### config.mk
export PLATFORM = sky130hd
export DESIGN_NAME = dff_ram_banked_flat
export DESIGN_NICKNAME = d
export VERILOG_FILES = /design/src/rtl/dff_ram_pkg.sv /design/src/rtl/dff_ram_banked_if.sv /design/src/rtl/dff_ram_bank.sv /design/src/rtl/dff_ram_banked.sv /design/src/flat_wrapper.sv
export SDC_FILE = /design/constraint.sdc
export NUM_CORES = 1
export LEC_CHECK = 0
export CAP_MARGIN = 10
export CORE_MARGIN = 5
export CORE_UTILIZATION = 45
export CTS_BUF_LIST = sky130_fd_sc_hd__clkbuf_16
export CTS_CLUSTER_DIAMETER = 150
export CTS_CLUSTER_SIZE = 28
export DETAILED_ROUTE_END_ITERATION = 16
export MAX_ROUTING_LAYER = met4
export PLACE_DENSITY_LB_ADDON = 0.1
export SKIP_LAST_GASP = 1
export SLEW_MARGIN = 20
export SYNTH_ARGS = -nofsm -noshare
export SYNTH_HDL_FRONTEND = slang
export SYNTH_HIERARCHICAL = 1
export SYNTH_SLANG_ARGS = --single-unit
### constraint.sdc
create_clock -name clk -period 7.93 [get_ports clk]
set_input_delay 1.586 -clock clk [delete_from_list [all_inputs] [get_ports clk]]
set_output_delay 1.586 -clock clk [all_outputs]
set_load 0.05 [all_outputs]
### src/rtl/dff_ram_pkg.sv
// Shared types and sizing helpers for the banked flip-flop RAM.
package dff_ram_pkg;

  typedef enum logic {
    CLEAR = 1'b0,
    READY = 1'b1
  } state_t;

  localparam int LANE_W_DEFAULT = 9;

  function automatic int lanes(input int width, input int lane_w);
    return width / lane_w;
  endfunction

endpackage

### src/rtl/dff_ram_banked_if.sv
// Request/response bundle between a requester and the banked flop RAM.
interface dff_ram_banked_if #(
  parameter int WIDTH  = 72,
  parameter int DEPTH  = 8,
  parameter int LANE_W = dff_ram_pkg::LANE_W_DEFAULT
);
  localparam int AW    = $clog2(DEPTH);
  localparam int LANES = dff_ram_pkg::lanes(WIDTH, LANE_W);

  logic             req;
  logic             wr;
  logic [AW-1:0]    address;
  logic [LANES-1:0] wmask;
  logic [WIDTH-1:0] wdata;
  logic [WIDTH-1:0] rdata;
  logic             rvalid;
  logic             busy;

  modport master (
    output req, wr, address, wmask, wdata,
    input  rdata, rvalid, busy
  );

  modport slave (
    input  req, wr, address, wmask, wdata,
    output rdata, rvalid, busy
  );
endinterface

### src/rtl/dff_ram_bank.sv
// One bank of flop storage: lane-masked write on the clock edge, combinational read.
module dff_ram_bank #(
  parameter int WIDTH   = 72,
  parameter int ENTRIES = 4,
  parameter int LANE_W  = 9,
  parameter int LANES   = 8,
  parameter int IDX_W   = 2
) (
  input  logic             clk,
  input  logic             en,
  input  logic             wr,
  input  logic [IDX_W-1:0] idx,
  input  logic [LANES-1:0] mask,
  input  logic [WIDTH-1:0] wdata,
  output logic [WIDTH-1:0] rdata
);

  logic [WIDTH-1:0] mem_q [ENTRIES];
  logic [WIDTH-1:0] mem_d [ENTRIES];

  always_comb begin
    mem_d = mem_q;
    if (en && wr) begin
      for (int l = 0; l < LANES; l++) begin
        if (mask[l]) begin
          mem_d[idx][l*LANE_W +: LANE_W] = wdata[l*LANE_W +: LANE_W];
        end
      end
    end
  end

  // Storage carries no reset; the top-level clear sequencer zeroes it.
  always_ff @(posedge clk) begin
    mem_q <= mem_d;
  end

  assign rdata = mem_q[idx];

endmodule

### src/rtl/dff_ram_banked.sv
// Banked flop RAM: clear sequencer after reset, bank decode, one-hot read mux, registered read port.
module dff_ram_banked
  import dff_ram_pkg::*;
#(
  parameter int WIDTH  = 72,
  parameter int DEPTH  = 8,
  parameter int BANKS  = 2,
  parameter int LANE_W = LANE_W_DEFAULT
) (
  input  logic           clk,
  input  logic           rst,
  dff_ram_banked_if.slave bus
);

  localparam int LANES   = lanes(WIDTH, LANE_W);
  localparam int AW      = $clog2(DEPTH);
  localparam int BW      = $clog2(BANKS);
  localparam int IW      = AW - BW;
  localparam int IDX_W   = (IW > 0) ? IW : 1;
  localparam int ENTRIES = DEPTH / BANKS;
  localparam logic [AW-1:0] LAST = AW'(DEPTH - 1);

  state_t           state_q, state_d;
  logic [AW-1:0]    clr_cnt_q, clr_cnt_d;
  logic [WIDTH-1:0] rdata_q, rdata_d;
  logic             rvalid_q, rvalid_d;

  logic             clearing;
  logic             acc;
  logic             rd_acc;
  logic             wr_eff;
  logic [AW-1:0]    addr_eff;
  logic [AW-1:0]    bank_no;
  logic [IDX_W-1:0] idx;
  logic [LANES-1:0] mask_eff;
  logic [WIDTH-1:0] wdata_eff;
  logic [BANKS-1:0] bank_en;
  logic [WIDTH-1:0] bank_rdata [BANKS];
  logic [WIDTH-1:0] rd_mux;

  // While clearing, the counter owns the array and requests are dropped.
  always_comb begin
    clearing  = (state_q == CLEAR);
    acc       = !clearing && bus.req;
    rd_acc    = acc && !bus.wr;
    addr_eff  = clearing ? clr_cnt_q : bus.address;
    wr_eff    = clearing || bus.wr;
    mask_eff  = clearing ? '1 : bus.wmask;
    wdata_eff = clearing ? '0 : bus.wdata;
    bank_no   = addr_eff >> IW;
    idx       = IDX_W'(addr_eff);
  end

  for (genvar b = 0; b < BANKS; b++) begin : g_bank
    assign bank_en[b] = (clearing || acc) && (bank_no == AW'(b));

    dff_ram_bank #(
      .WIDTH  (WIDTH),
      .ENTRIES(ENTRIES),
      .LANE_W (LANE_W),
      .LANES  (LANES),
      .IDX_W  (IDX_W)
    ) u_bank (
      .clk  (clk),
      .en   (bank_en[b]),
      .wr   (wr_eff),
      .idx  (idx),
      .mask (mask_eff),
      .wdata(wdata_eff),
      .rdata(bank_rdata[b])
    );
  end

  always_comb begin
    rd_mux = '0;
    for (int b = 0; b < BANKS; b++) begin
      if (bank_en[b]) begin
        rd_mux |= bank_rdata[b];
      end
    end
  end

  always_comb begin
    state_d   = state_q;
    clr_cnt_d = clr_cnt_q;
    rdata_d   = rdata_q;
    rvalid_d  = 1'b0;
    case (state_q)
      CLEAR: begin
        clr_cnt_d = clr_cnt_q + 1'b1;
        if (clr_cnt_q == LAST) begin
          state_d   = READY;
          clr_cnt_d = '0;
        end
      end
      READY: begin
        if (rd_acc) begin
          rdata_d  = rd_mux;
          rvalid_d = 1'b1;
        end
      end
      default: state_d = CLEAR;
    endcase
  end

  // Output register stage
  always_ff @(posedge clk) begin
    if (rst) begin
      state_q   <= CLEAR;
      clr_cnt_q <= '0;
      rdata_q   <= '0;
      rvalid_q  <= 1'b0;
    end else begin
      state_q   <= state_d;
      clr_cnt_q <= clr_cnt_d;
      rdata_q   <= rdata_d;
      rvalid_q  <= rvalid_d;
    end
  end

  assign bus.rdata  = rdata_q;
  assign bus.rvalid = rvalid_q;
  assign bus.busy   = (state_q == CLEAR);

endmodule

### src/flat_wrapper.sv
// flat-port wrapper written by rule: the top's interface ports become plain ports
module dff_ram_banked_flat import dff_ram_pkg::*;
#(
  parameter int WIDTH  = 72,
  parameter int DEPTH  = 8,
  parameter int BANKS  = 2,
  parameter int LANE_W = LANE_W_DEFAULT
)
  (clk, rst, bus_req, bus_wr, bus_address, bus_wmask, bus_wdata, bus_rdata, bus_rvalid, bus_busy);
  dff_ram_banked_if #(.WIDTH(WIDTH), .DEPTH(DEPTH), .LANE_W(LANE_W)) bus_i ();
  input  logic clk;
  input  logic rst;
  input wire logic [$bits(bus_i.req)-1:0] bus_req;
  input wire logic [$bits(bus_i.wr)-1:0] bus_wr;
  input wire logic [$bits(bus_i.address)-1:0] bus_address;
  input wire logic [$bits(bus_i.wmask)-1:0] bus_wmask;
  input wire logic [$bits(bus_i.wdata)-1:0] bus_wdata;
  output wire logic [$bits(bus_i.rdata)-1:0] bus_rdata;
  output wire logic [$bits(bus_i.rvalid)-1:0] bus_rvalid;
  output wire logic [$bits(bus_i.busy)-1:0] bus_busy;
  assign bus_i.req = bus_req;
  assign bus_i.wr = bus_wr;
  assign bus_i.address = bus_address;
  assign bus_i.wmask = bus_wmask;
  assign bus_i.wdata = bus_wdata;
  assign bus_rdata = bus_i.rdata;
  assign bus_rvalid = bus_i.rvalid;
  assign bus_busy = bus_i.busy;
  dff_ram_banked #(.WIDTH(WIDTH), .DEPTH(DEPTH), .BANKS(BANKS), .LANE_W(LANE_W)) u_core (.clk(clk), .rst(rst), .bus(bus_i));
endmodule
==> results of run 1 <==
[flip-flops by register name, indices dropped and copies added (netlist names)]
register / count
u_core/g_bank.u_bank/mem_q: 576
u_core/bus.rdata: 72
u_core/clr_cnt_q: 3
u_core/bus.rvalid: 1
u_core/state_q: 1
[metrics by stage]
step                hold WS (ns)   util  total power, mW  worst slack [ns]  instances
floorplan                  0.486      -             4.40              4.54       1396
global route               0.535  0.503             6.39              3.40       2284
CTS                        0.510  0.503             6.23              3.58       2283
detailed placement         0.486  0.489             4.61              2.96       2234
global placement           0.480  0.489             4.59              3.00       2234
finish                     0.504  0.503             6.15              3.69       2284
[worst reg2reg max path, delay by kind of cell, from the launching register on]
kind | cells | cell delay [ns]
buffers and inverters | 3 | 0.98
flip-flops | 1 | 0.59
multiplexers | 1 | 0.57
AND/OR/NAND/NOR | 2 | 1.04
[layout make-up]
type	instances	area, um^2
Fill cell	4805	28700
Sequential cell	653	18800
Multi-Input combinational cell	639	6710
Timing Repair Buffer	176	1750
Tap cell	765	957
Clock buffer	27	676
Clock inverter	22	98.8
Inverter	2	7.51
[routing by layer]
layer,vias up,track usage,routed length [um]
li1,5673,-,-
met1,6763,0.257,24900
met2,300,0.309,29200
met3,42,0.0256,2970
met4,0,0.0259,637
met5,-,-,0
[Yosys cell counts (all sizes together), types with 2 or more instances]
cell type	n
nand2b	13
nor3	73
a221oi	72
buf	82
and2	72
dfxtp	77
edfxtp	576
mux2	2
nand3	16
nand2	21
inv	2
ha	2
clkbuf	20
mux2i	2
nor2	214
mux4	144
or2	2
[power breakdown]
| group | leakage [nW] | internal (mW) | switching, mW |
|---|---|---|---|
| clock | 0.454 | 0.634 | 1.00 |
| sequential | 6.31 | 3.87 | 0.0327 |
| combinational | 2.73 | 0.244 | 0.367 |
[kinds of logic after synthesis]
kind of cell / after synthesis
mux: 148
simple gates: 413
fa+ha+maj: 2
buf+inv: 104
compound gates: 76
flops: 653
[worst min path at each step]
stage,from,endpoint,slack (ns),cells past startpoint
3_3_place_gp,u_core/bus.rdata[7],u_core/bus.rdata[7],0.48,2
4_1_cts,u_core/bus.rdata[47],u_core/bus.rdata[47],0.51,2
5_1_grt,u_core/bus.rdata[21],u_core/bus.rdata[21],0.54,2
6_report,u_core/bus.rdata[57],u_core/bus.rdata[57],0.50,2
2_1_floorplan,u_core/clr_cnt_q[1],u_core/clr_cnt_q[1],0.49,2
3_5_place_dp,u_core/bus.rdata[9],u_core/bus.rdata[9],0.49,2
==> results.toml, run 1 <==
[floorplan]
die_y_um = 251
start_util = 0.454
core_area_um2 = 57700
ios = 161
dieArea_um2 = 63100
num_rows = 88
die_w_um = 251

[cts]
clock_path_buffers = 3
cts_tree = "yes"
clk_latency_ns = 0.59
cts_setup_buffers = 0
cts_hold_buf = 0
htree_levels = 1
cts_sinks = 653
numCtsBuffers = 27
post_cts_resized = 0
cts_root_buffer = "clkbuf_16"
clkTransAtPathRegs_ns = 0.11

[critical_path]
r2r_cells = 6
crit_buf_inv = 4
path_cells = "clkdlybuf4s50_1 -> mux2_8 -> buf_16 -> buf_12 -> nand2b_1 -> buf_4 -> nor2_1"
start_kind = "input port"
cp.depth = 7
reg2reg_from = "u_core/state_q"
crit_fanout = 70
critPathArrivalTime_ns = 4.47
crit_end = "u_core/g_bank[0].u_bank/mem_q[78]"
max_stage_delay_ns = 0.70
worstPathRequired_ns = 8.16
ff2ff_setup_slack_ns = 4.40
reg2reg_to = "u_core/g_bank[0].u_bank/mem_q[78]"
crit_slowest_cell = "nor2_1"
path_delay_family = "buffers and inverters"
worstSetupEndpointType = "register"
crit_start = "bus_address[0]"
critical_path_class = "in2reg"

[cells_and_area]
drive_gt1_frac = 0.224
nNetsFinal = 1588
stdcell_area_um2 = 29000
area_delta_synth_final_pct = 10.9
mostFrequentLayoutCells = "edfxtp_1 (576), nor2_1 (210), clkdlybuf4s50_1 (158)"
layout_commonest_cell = "edfxtp_1"
num_antenna_cells = 0

[logic_synthesis]
synthSimpleGateAreaFrac = 0.0853
synth_top_family_by_area = "multiplexers"
syn_area_per_cell_um2 = 18.8
synthAdderAreaFrac = 0.000956
synth_xor_area_frac = 0
ys.flop_type = "edfxtp_1"
seq_area_frac_synth = 0.720
ys_ff_latch = 653
syn_area_um2 = 26200
synth.area.top_cells = "edfxtp_1 (66%), mux4_2 (12%), dfxtp_1 (5.9%), a221oi_2 (4.0%), nor2_1 (3.1%)"
synth_top_cell_area_share = 0.661
synth.distinct_cells = 30
yosysWarnings = 6
synth-edff-count = 576
muxShareOfSynthArea = 0.126
synthCells = 1396
synthArstFlopShare = 0
syn_nets = 1485
synth_compound_area_frac = 0.0422
synth_top_area_cell = "edfxtp_1"

[routing]
drtIter0Drc = 966
detail-route-antenna-nets = 0
drt_pass1_iterations = 5
postRouteWirelength_um = 57700
vias = 12778
routedWlPerCell_um = 25.2
drc = 0
vias_per_cell = 5.59

[placed_design]
dp.final_hpwl_um = 35500
portBuffers = 160
dpl_cell_area_um2 = 28200
gp_congestion = 0.742

[run]
max_cap_violations = 0

[sta]
worst_pin_slew_ns = 1.11
fmax_ghz = 0.236
drv_slew = 0
hold_viol = 0
setup_viol = 0
rsz0062_at_grt = "false"
finalSetupTns_ns = 0
min_period_ns = 4.24
fin_skew_ns = 0.0211
period_share = 0.535
slew_headroom = 0.256

[grt]
grt_pass1_wl_um = 86600
antenna_found_initial = 1
grt_pass1_vias = 13506
grt_max_degree = 102
grt_usage = 0.186
overflow = 0

[power_and_ir_drop]
vdd_ir_drop_max_v = 0.000153
p_per_area_nw_per_um2 = 212
leakage_nw = 9.49

[outcome]
status = "completed"

[hold_path]
hold_path_class = "reg2reg"
(Power assumes the default switching activity.)
==> run 2: changes to the inputs <==
==> constraint.sdc (replaced) <==
create_clock -name clk -period 4.1 [get_ports clk]
set_input_delay 0.82 -clock clk [delete_from_list [all_inputs] [get_ports clk]]
set_output_delay 0.82 -clock clk [all_outputs]
set_load 0.05 [all_outputs]
==> results.toml, run 2 (synthesis results as in run 1) <==
[sta]
min_period_ns = 3.10
worst_pin_slew_ns = 0.875
finalSetupTns_ns = 0
setup_viol = 0
hold_viol = 0
fin_skew_ns = 0.0255
slew_headroom = 0.417
period_share = 0.757
rsz0062_at_grt = "false"
drv_slew = 0
fmax_ghz = 0.322

[floorplan]
dieArea_um2 = 63100
die_w_um = 251
core_area_um2 = 57700
start_util = 0.454
die_y_um = 251
ios = 161
num_rows = 88

[placed_design]
portBuffers = 160
dp.final_hpwl_um = 36500
place_inst = 2327
gp_congestion = 0.739
dpl_cell_area_um2 = 29000

[routing]
vias = 13185
detail-route-antenna-nets = 0
routedWlPerCell_um = 25.3
postRouteWirelength_um = 60100
drc = 0
drtIter0Drc = 855
drt_pass1_iterations = 5
vias_per_cell = 5.55

[cts]
clock_path_buffers = 3
cts_tree = "yes"
post_cts_resized = 0
clk_latency_ns = 0.60
cts_root_buffer = "clkbuf_16"
htree_levels = 1
numCtsBuffers = 27
cts_sinks = 653
cts_setup_buffers = 0
clkTransAtPathRegs_ns = 0.10
cts_hold_buf = 0

[run]
max_cap_violations = 0

[cells_and_area]
drive_gt1_frac = 0.265
stdcell_area_um2 = 29700
top_register = "u_core/g_bank.u_bank/mem_q"
layout_commonest_cell = "edfxtp_1"
nNetsFinal = 1680
area_delta_synth_final_pct = 13.6
final_cells = 2374
num_antenna_cells = 0
largest_register_ffs = 576
mostFrequentLayoutCells = "edfxtp_1 (576), nor2_1 (214), clkdlybuf4s50_1 (158)"

[grt]
grt_max_degree = 74
antenna_found_initial = 0
grt_usage = 0.194
grt_pass1_wl_um = 90400
overflow = 0
grt_pass1_vias = 13956

[power_and_ir_drop]
p_per_area_nw_per_um2 = 404
leakage_nw = 9.97
fin_total_pwr_mw = 12.0
vdd_ir_drop_max_v = 0.000312

[critical_path]
critPathArrivalTime_ns = 2.28
worstSetupEndpointType = "output port"
critical_path_class = "reg2out"
crit_fanout = 34
r2r_cells = 5
start_kind = "register"
worstPathRequired_ns = 3.28

[hold_path]
hold_path_class = "reg2reg"
min_path_cells = 2

[outcome]
status = "completed"
run 2: worst paths after layout:
check,start,endpoint,slack (ns)
hold / removal,u_core/bus.rdata[54],u_core/bus.rdata[54],0.50
hold reg to reg,u_core/bus.rdata[54],u_core/bus.rdata[54],0.50
setup / recovery,u_core/state_q,bus_busy,1.0
setup reg to reg,u_core/state_q,u_core/g_bank[1].u_bank/mem_q[163],1.30
run 2: metrics by stage:
| step | util | worst slack, ns | hold WS [ns] |
|---|---|---|---|
| floorplan | - | 1.48 | 0.486 |
| global placement | 0.502 | 0.759 | 0.477 |
| detailed placement | 0.502 | 0.742 | 0.486 |
| CTS | 0.515 | 0.975 | 0.509 |
| global route | 0.515 | 0.938 | 0.526 |
| finish | 0.515 | 0.998 | 0.503 |
run 2: report_power, final:
part | switching (mW) | internal, mW
Sequential | 0.0629 | 7.47
Combinational | 0.729 | 0.560
Clock | 1.96 | 1.22
Total | 2.75 | 9.26
run 2: cell type report:
type | count | area, um^2
Fill cell | 4806 | 28000
Sequential cell | 653 | 18800
Multi-Input combinational cell | 639 | 6680
Timing Repair Buffer | 268 | 2480
Tap cell | 765 | 957
Clock buffer | 27 | 676
Clock inverter | 20 | 91.3
Inverter | 2 | 7.51
run 2: worst max-delay path, cell delays in order, from the launching register on:
cell and delay (ns):
dfxtp_4 0.66, inv_1 0.25, clkdlybuf4s50_1 0.77
run 2: routing by layer:
layer  vias up  track usage  share of wire
met5         -            -              0
met2       290        0.319           0.50
met1      7000        0.278           0.45
li1       5859            -              -
met3        36       0.0178          0.040
met4         0       0.0251         0.0094
